[config.mk]
export PLATFORM = sky130hd
export DESIGN_NAME = oh_irq_collect
export DESIGN_NICKNAME = d
export VERILOG_FILES = /design/src/rtl/oh_irq_pkg.sv /design/src/rtl/oh_edgedetect.sv /design/src/rtl/oh_irq_collect.sv
export SDC_FILE = /design/constraint.sdc
export NUM_CORES = 1
export LEC_CHECK = 0
export ABC_AREA = 0
export BUFFER_PORTS_ARGS = -buffer_cell sky130_fd_sc_hd__buf_4
export CAP_MARGIN = 40
export CORE_MARGIN = 4
export CORE_UTILIZATION = 45
export DETAILED_ROUTE_END_ITERATION = 6
export PLACE_DENSITY = 0.78
export REMOVE_ABC_BUFFERS = 1
export SLEW_MARGIN = 20
export SYNTH_ARGS = -nofsm -noshare
export SYNTH_HDL_FRONTEND = slang
export SYNTH_HIERARCHICAL = 1
export SYNTH_SLANG_ARGS = --single-unit
export TNS_END_PERCENT = 100
[constraint.sdc]
create_clock -name clk -period 1.8 [get_ports clk]
set_input_delay 0 -clock clk [delete_from_list [all_inputs] [get_ports clk]]
set_output_delay 0 -clock clk [all_outputs]
set_load 0.1 [all_outputs]
[src/rtl/oh_irq_pkg.sv]
// oh_irq_pkg: shared definitions for the oh_irq_collect interrupt collector.
//   - state_t : FSM encoding IDLE=2'b00, HOLD=2'b01, ASSERT=2'b10
//               (2'b11 is illegal and recovers to IDLE)
//   - DEF_DW  : default number of event bits
//   - DEF_CW  : default holdoff counter width
package oh_irq_pkg;

  localparam int DEF_DW = 1;
  localparam int DEF_CW = 8;

  typedef enum logic [1:0] {
    IDLE   = 2'b00,
    HOLD   = 2'b01,
    ASSERT = 2'b10
  } state_t;

endpackage

[src/rtl/oh_edgedetect.sv]
// oh_edgedetect: DW-wide rising-edge detector.
// Ports:
//   clk   - rising-edge clock
//   reset - synchronous active-high reset; clears the history register
//   din   - input levels
//   rise  - combinational, high for one cycle when din goes 0 -> 1
module oh_edgedetect #(
  parameter int DW = 1
) (
  input  logic          clk,
  input  logic          reset,
  input  logic [DW-1:0] din,
  output logic [DW-1:0] rise
);

  logic [DW-1:0] din_q;

  // One-cycle history of the input levels.
  always_ff @(posedge clk) begin
    if (reset) begin
      din_q <= {DW{1'b0}};
    end else begin
      din_q <= din;
    end
  end

  assign rise = din & ~din_q;

endmodule

[src/rtl/oh_irq_collect.sv]
// oh_irq_collect: sticky event collector with interrupt coalescing.
// Captures event flags into a sticky pending register, gates them with a
// per-bit mask and raises a registered irq after a programmable holdoff.
// Build option: define OH_IRQ_COLLECT_EDGE_EN to capture rising edges of
// event_in instead of levels.
// Ports:
//   clk       - rising-edge clock
//   reset     - synchronous active-high reset (highest priority)
//   event_in  - event flags, DW bits
//   mask      - per-bit irq enable (does not affect pending)
//   clr_valid - qualifies clr_mask
//   clr_mask  - write-1-to-clear pattern for pending
//   holdoff   - coalescing delay, sampled on IDLE -> HOLD
//   pending   - sticky pending register
//   irq       - registered interrupt request (state == ASSERT)
module oh_irq_collect
  import oh_irq_pkg::*;
#(
  parameter int DW = DEF_DW,
  parameter int CW = DEF_CW
) (
  input  logic          clk,
  input  logic          reset,
  input  logic [DW-1:0] event_in,
  input  logic [DW-1:0] mask,
  input  logic          clr_valid,
  input  logic [DW-1:0] clr_mask,
  input  logic [CW-1:0] holdoff,
  output logic [DW-1:0] pending,
  output logic          irq
);

  localparam logic [CW-1:0] CNT_ONE  = CW'(1);
  localparam logic [CW-1:0] CNT_ZERO = {CW{1'b0}};

  logic [DW-1:0] set_bits;
  logic [DW-1:0] clr_eff;
  logic [DW-1:0] pending_next;
  logic          act;
  state_t        state;
  state_t        state_next;
  logic [CW-1:0] counter;
  logic [CW-1:0] counter_next;

`ifdef OH_IRQ_COLLECT_EDGE_EN
  oh_edgedetect #(.DW(DW)) u_edge (
    .clk   (clk),
    .reset (reset),
    .din   (event_in),
    .rise  (set_bits)
  );
`else
  assign set_bits = event_in;
`endif

  // Set is ORed in after the clear so a colliding event is never lost.
  assign clr_eff      = clr_valid ? clr_mask : {DW{1'b0}};
  assign pending_next = (pending & ~clr_eff) | set_bits;
  assign act          = |(pending & mask);

  // Next-state and holdoff counter logic.
  always_comb begin
    state_next   = state;
    counter_next = CNT_ZERO;
    case (state)
      IDLE: begin
        if (act) begin
          if (holdoff == CNT_ZERO) begin
            state_next = ASSERT;
          end else begin
            state_next   = HOLD;
            counter_next = holdoff;
          end
        end else begin
          state_next = IDLE;
        end
      end
      HOLD: begin
        if (!act) begin
          state_next = IDLE;
        end else if (counter == CNT_ONE) begin
          state_next = ASSERT;
        end else begin
          state_next = HOLD;
          // Decrement saturates at 1 so the counter can never wrap.
          counter_next = (counter > CNT_ONE) ? (counter - CNT_ONE) : counter;
        end
      end
      ASSERT: begin
        if (act) begin
          state_next = ASSERT;
        end else begin
          state_next = IDLE;
        end
      end
      default: begin
        state_next = IDLE;
      end
    endcase
  end

  // State, counter, pending and irq registers. irq is taken from the
  // next state so it tracks the ASSERT state cycle-for-cycle.
  always_ff @(posedge clk) begin
    if (reset) begin
      state   <= IDLE;
      counter <= CNT_ZERO;
      pending <= {DW{1'b0}};
      irq     <= 1'b0;
    end else begin
      state   <= state_next;
      counter <= counter_next;
      pending <= pending_next;
      irq     <= (state_next == ASSERT);
    end
  end

endmodule
==> results of run 1 <==
registers in the layout, indices dropped and copies added, names as in the netlist:
register and cells:
state 2, counter 8, pending 1, irq 1
cell families (layout without fill, tap and decap cells):
kind of cell | count (synthesis) | after routing
xor gates and xnor gates | 3 | 3
AOI/OAI and AO/OA | 21 | 21
and+or+nand+nor | 33 | 33
DFF | 12 | 12
buffers and inverters | 4 | 42
muxes | 1 | 1
adders and majority gates | 2 | 2
through the flow:
stage               utilization [%]  setup WS [ns]  hold slack [ns]  power [uW]  setup TNS [ns]
floorplan                         -        -0.5017          0.07238       345.7          -3.741
global placement              63.98        0.02925           0.2142       399.0               0
detailed placement            63.98       -0.04583           0.2255       402.7        -0.04797
CTS                           75.70        0.01265         0.005825       646.2               0
global route                  76.92      -0.007887          0.02777       681.9        -0.01399
finish                        76.92       0.003113         0.003729       653.4               0
what timing repair did:
item / 4_1_cts / 5_1_grt
setup endpoints to repair: 7 / 7
buffers inserted: 1 / 0
endpoints found under the hold margin: 12 / 0
cloned: 0 / 0
pin swaps: 3 / 1
gates resized for setup: 8 / 5
hold buffers: 9 / 0
final cells by class:
class,instances,area (um2)
multi-input cells,60,426.7
clock buffers,4,36.28
flip-flops and latches,12,244.0
fillers,100,307.8
well taps,15,18.77
repair buffers,36,292.8
inverters,2,7.507
routing by layer:
| metal | GRT usage [%] | share of wire [%] | up-vias |
|---|---|---|---|
| met5 | 0 | 0 | - |
| met4 | 22.73 | 7.4 | 0 |
| met3 | 5.859 | 4.5 | 17 |
| met2 | 38.19 | 48 | 32 |
| met1 | 25.41 | 40 | 359 |
| li1 | - | - | 366 |
worst min-delay path: stages:
cell	delay, ns
buf_4	0.12
nand2_1	0.07
a2111oi_1	0.06
report_power, final:
group,internal (uW),switching (uW),leakage (uW)
Combinational,75.8,70.9,0.000305
Clock,123,104,0.0000210
Sequential,273,6.71,0.0000989
cell usage in the layout, fill, tap and decap left out, types with 3 or more instances in the layout:
cell,synthesis,final
a22oi_1,4,4
buf_4,0,27
dfxtp_1,12,9
nor2_1,11,11
a21oi_1,5,5
clkbuf_4,0,3
nand2_1,7,7
dlygate4sd3_1,0,9
dfxtp_2,0,3
final timing paths:
kind                                                 to               startpoint  slack [ns]
worst max-delay path            counter[7]$_SDFFE_PP0P_  counter[0]$_SDFFE_PP0P_       0.003
worst max register to register  counter[7]$_SDFFE_PP0P_  counter[0]$_SDFFE_PP0P_       0.003
worst min register to register      state[1]$_SDFF_PP0_       pending$_SDFF_PP0_        0.54
worst min-delay path                state[1]$_SDFF_PP0_                     mask       0.004
==> summary.md, run 1 <==
| Metric | Value |
|---|---|
| CP max FO | `3` |
| Number of global-route vias before repair | `767` |
| Crit path kind | `reg2reg` |
| Dpl cell area | `853.3 um2` |
| Remaining DRCs | `0` |
| Synth Warn # | `6` |
| Initial core utilization | `49.06%` |
| Synth top cells by count | `dfxtp_1 (12), nor2_1 (11), nand2_1 (7)` |
| Synth top area cells | `dfxtp_1 (37%), nor2_1 (6.3%), a22oi_1 (4.6%), nand2_1 (4.0%), a21oi_1 (3.8%)` |
| Antenna Violating Nets Remaining | `0` |
| Setup violations, final | `0` |
| Share of cells above drive strength 1 | `37.72%` |
| Synth top area share | `36.71%` |
| TritonCTS clock tree | `yes` |
| 1st-iter DRT viols | `24` |
| Hold Path Depth | `3` |
| Fraction of the mapped netlist area in adder cells | `3.824%` |
| Clock Tree Root | `clkbuf_4` |
| Final cell count without fillers | `129` |
| Total track usage | `24.04%` |
| CTS Sinks | `12` |
| Placed cells | `115` |
| Final nets | `131` |
| Antenna violations before repair | `0` |
| ANT cells | `0` |
| Clock-pin slew on the worst setup and hold paths | `0.09 ns` |
| Peak supply drop | `0.0004798 V` |
| Clock skew | `0.01404 ns` |
| Setup crit start kind | `register` |
| Crit path DAT | `1.96 ns` |
| Die X | `46.14 um` |
| Largest family of logic cells by synthesized area | `simple AND/OR/NAND/NOR gates` |
| R2R cell count | `5` |
| Die Height | `46.14 um` |
| Port bufs | `15` |
| Outcome | `finished, final reports clean` |
| Synth Area in Compound Gates | `22.56%` |
| Crit-path cells | `buf_4 -> or4_1 -> o41a_1 -> o21ai_0 -> a21oi_1` |
| Worst path slowest cell | `or4_1` |
| Clock latency on the worst-skew pair | `0.29 ns` |
| Post-DP HPWL | `1353 um` |
| Overall routed net length | `2183 um` |
| Slew @ Worst Pin | `0.4513 ns` |
| Top cell type by total area after synthesis | `dfxtp_1` |
| Slew Limit Headroom | `69.82%` |
| Vias per cell | `6.000` |
| WL per Instance | `16.92 um` |
| CP endpoint kind | `register` |
| Kind of cell adding the most delay to the critical path | `compound AO/OA/AOI/OAI gates` |
| Vias | `774` |
| Post-synth top flop | `dfxtp_1` |
| RD Place Congestion | `0.8151` |
| Number of I/O pins | `16` |
| Area delta synth->final | `56.79%` |
| Max Cap Viol | `0` |
| Largest net degree at the start of global routing | `11` |
| Synth cell types | `31` |
| H-tree levels | `1` |
| Synth Area in XOR/XNOR | `4.015%` |
| Unrepaired setup endpoints after global routing | `true` |
| DRT Pass-1 Iters | `6` |
| Fmax | `556.5 MHz` |
| Clock Tree Buf Depth | `2` |
| Final Cell Area | `1026 um2` |
| Core ar. | `1334 um2` |
| Grt total ovfl | `0` |
| Crit path depth | `5` |
| CTS buffer count | `3` |
| Required @ worst endpoint | `1.97 ns` |
| Die ar. | `2128 um2` |
| Pwr/cell area | `636.8 nW/um2` |
| Syn avg cell area | `8.610 um2` |
| Max incr delay on CP | `0.59 ns` |
| Mux share of post-synthesis cell area | `1.530%` |
| Number of synthesized flops with an enable pin | `0` |
| Sequential share of the synthesized area | `36.71%` |
| Period utilization | `99.83%` |
| Hold Path Class | `in2reg` |
| Final min period | `1.797 ns` |
| Final hold vios | `0` |
| Synthesis-stage register bit count | `12` |
| WP buf/inv | `1` |
| Mapped Cells | `76` |
| Top-count cell post-synth | `dfxtp_1` |
| Slew Limit Fails | `0` |
| Synth Area in Simple Gates | `27.92%` |
| FP Rows | `13` |
| Static Leak | `0.0004251 uW` |
| Synth Cell Area | `654.4 um2` |
| Synth async-reset ratio | `0%` |
| First-pass GRT wire length | `3422 um` |
(Power assumes the default switching activity.)
==> run 2: changes to the inputs <==
- ABC_CLOCK_PERIOD_IN_PS: unset -> 1800
- CORE_UTILIZATION: 45 -> 30
- PLACE_DENSITY: 0.78 -> unset
==> summary.md, run 2 (synthesis results as in run 1) <==
| Metric | Value |
|---|---|
| Final cell count without fillers | `141` |
| Slew @ Worst Pin | `0.4199 ns` |
| Period utilization | `97.29%` |
| Total track usage | `14.16%` |
| Core ar. | `2022 um2` |
| R2R cell count | `4` |
| Required @ worst endpoint | `1.95 ns` |
| Psw | `164.9 uW` |
| Clock Power Share | `33.7%` |
| Cell repeated most along the worst path | `or4_4` |
| Max Cap Viol | `0` |
| Clock Tree Buf Depth | `2` |
| H-tree levels | `1` |
| Number of I/O pins | `16` |
| Hold Path Depth | `3` |
| Final nets | `131` |
| Max reg flops | `8` |
| Filler cells | `190` |
| Slew Limit Fails | `0` |
| Most frequent cells in the layout | `buf_4 (29), nor2_1 (11), dfxtp_1 (10)` |
| First-pass GRT wire length | `3056 um` |
| Pwr/cell area | `616.8 nW/um2` |
| ANT cells | `0` |
| Worst path slowest cell | `or4_4` |
| Antenna violations before repair | `0` |
| Port bufs | `15` |
| Share of cells above drive strength 1 | `39.47%` |
| Clock latency on the worst-skew pair | `0.27 ns` |
| Max incr delay on CP | `0.55 ns` |
| Commonest non-fill, non-tap cell in the layout | `buf_4` |
| Die X | `54.71 um` |
| Antenna Violating Nets Remaining | `0` |
| Outcome | `finished, final reports clean` |
| Worst reg-to-reg setup slack | `0.05 ns` |
| Grt total ovfl | `0` |
| Vias | `742` |
| Clock Tree Root | `clkbuf_4` |
| CTS Sinks | `12` |
| Sequential share of power | `43.9%` |
| Final hold vios | `0` |
| Static Leak | `0.0004267 uW` |
| Crit path DAT | `1.90 ns` |
| Number of global-route vias before repair | `750` |
| Remaining DRCs | `0` |
| CTS buffer count | `3` |
| WP buf/inv | `0` |
| Comb power frac | `22.3%` |
| Placed cells | `128` |
| Kind of cell adding the most delay to the critical path | `simple AND/OR/NAND/NOR gates` |
| TritonCTS clock tree | `yes` |
| Top flop regs | `counter (8), state (2)` |
| Post-layout util | `50.99%` |
| CP endpoint kind | `register` |
| FP Rows | `16` |
| Crit-path cells | `or4_4 -> or4_4 -> nand2_4 -> o32ai_2` |
| Hold Path Class | `in2reg` |
| RD Place Congestion | `0.8209` |
| Post-DP HPWL | `1392 um` |
| Reg with most FFs | `counter` |
| Crit path kind | `reg2reg` |
| Largest net degree at the start of global routing | `11` |
| Vias per cell | `5.262` |
| Final min period | `1.751 ns` |
| Peak supply drop | `0.0003581 V` |
| Fmax | `571.1 MHz` |
| Sw Share | `25.93%` |
| Initial core utilization | `32.36%` |
| Die Height | `54.71 um` |
| Clock-pin slew on the worst setup and hold paths | `0.08 ns` |
| CP max FO | `7` |
| Clock skew | `0.005122 ns` |
| Setup crit start kind | `register` |
| Die ar. | `2993 um2` |
| Slew Limit Headroom | `71.92%` |
| Setup violations, final | `0` |
| WL per Instance | `13.50 um` |
| 1st-iter DRT viols | `12` |
| Area delta synth->final | `57.55%` |
| P_int | `471.0 uW` |
| DRT Pass-1 Iters | `4` |
| Overall routed net length | `1904 um` |
| Crit path depth | `4` |
## run 2: changes by cell type in the layout (fill, tap and decap cells not counted), sizes merged
cell | previous run | this run
buf | 27 | 29
dlygate4sd3 | 9 | 7
## run 2: worst reg2reg max path, stage by stage (launching register included)
cell and delay [ns]:
dfxtp_1 0.32, or4_4 0.55, or4_4 0.53, nand2_4 0.14, o32ai_2 0.10
## run 2: repair_timing
action                                  4_1_cts  5_1_grt
buffers inserted                              0        2
hold endpoints to repair                     11        0
endpoints found under the setup margin        5       10
pin swaps                                     2        3
gates resized for setup                       2       11
hold buffers                                  7        0
## run 2: layer usage
metal	GRT usage [%]	wire, um	vias up	share of wire (%)
li1	-	-	365	-
met1	16.40	802	346	42
met2	24.80	951	27	50
met3	5.177	138	4	7.2
met4	2.490	12	0	0.63
met5	0	0	-	0
## run 2: final timing paths
| kind | from | endpoint |
|---|---|---|
| setup reg to reg | counter[7]$_SDFFE_PP0P_ | counter[0]$_SDFFE_PP0P_ |
| setup / recovery | counter[7]$_SDFFE_PP0P_ | counter[0]$_SDFFE_PP0P_ |
| hold reg to reg | pending$_SDFF_PP0_ | irq$_SDFF_PP0_ |
| hold / removal | holdoff[6] | counter[6]$_SDFFE_PP0P_ |
## run 2: power by group through the flow
stage,registers (uW),logic [uW],clock network [uW]
after detailed placement,285,117,0
final,279,142,214
after floorplan,298,47.6,0
after global routing,280,154,236
after CTS,279,133,220
after global placement,285,115,0
## run 2: metrics by stage
| step | setup WS (ns) | power [uW] | hold WS (ns) | instance area (um2) | TNS, ns |
|---|---|---|---|---|---|
| floorplan | -0.5017 | 345.7 | 0.07238 | 639.4 | -3.741 |
| global placement | 0.02135 | 399.8 | 0.2050 | 875.8 | 0 |
| detailed placement | -0.05864 | 402.2 | 0.2193 | 875.8 | -0.05864 |
| CTS | 0.005140 | 632.0 | 0.004557 | 989.7 | 0 |
| global route | -0.002814 | 670.2 | 0.01181 | 1031 | -0.002814 |
| finish | 0.04886 | 635.9 | 0.009396 | 1031 | 0 |
## run 2: layout make-up
type / instances / area, um2 / area share [%]
inverter: 2 / 7.507 / 0.7282
tap: 27 / 33.78 / 3.277
sequential: 12 / 242.7 / 23.54
timing repair buffer: 36 / 287.8 / 27.91
multi-input combinational: 60 / 422.9 / 41.02
clock buffer: 4 / 36.28 / 3.519
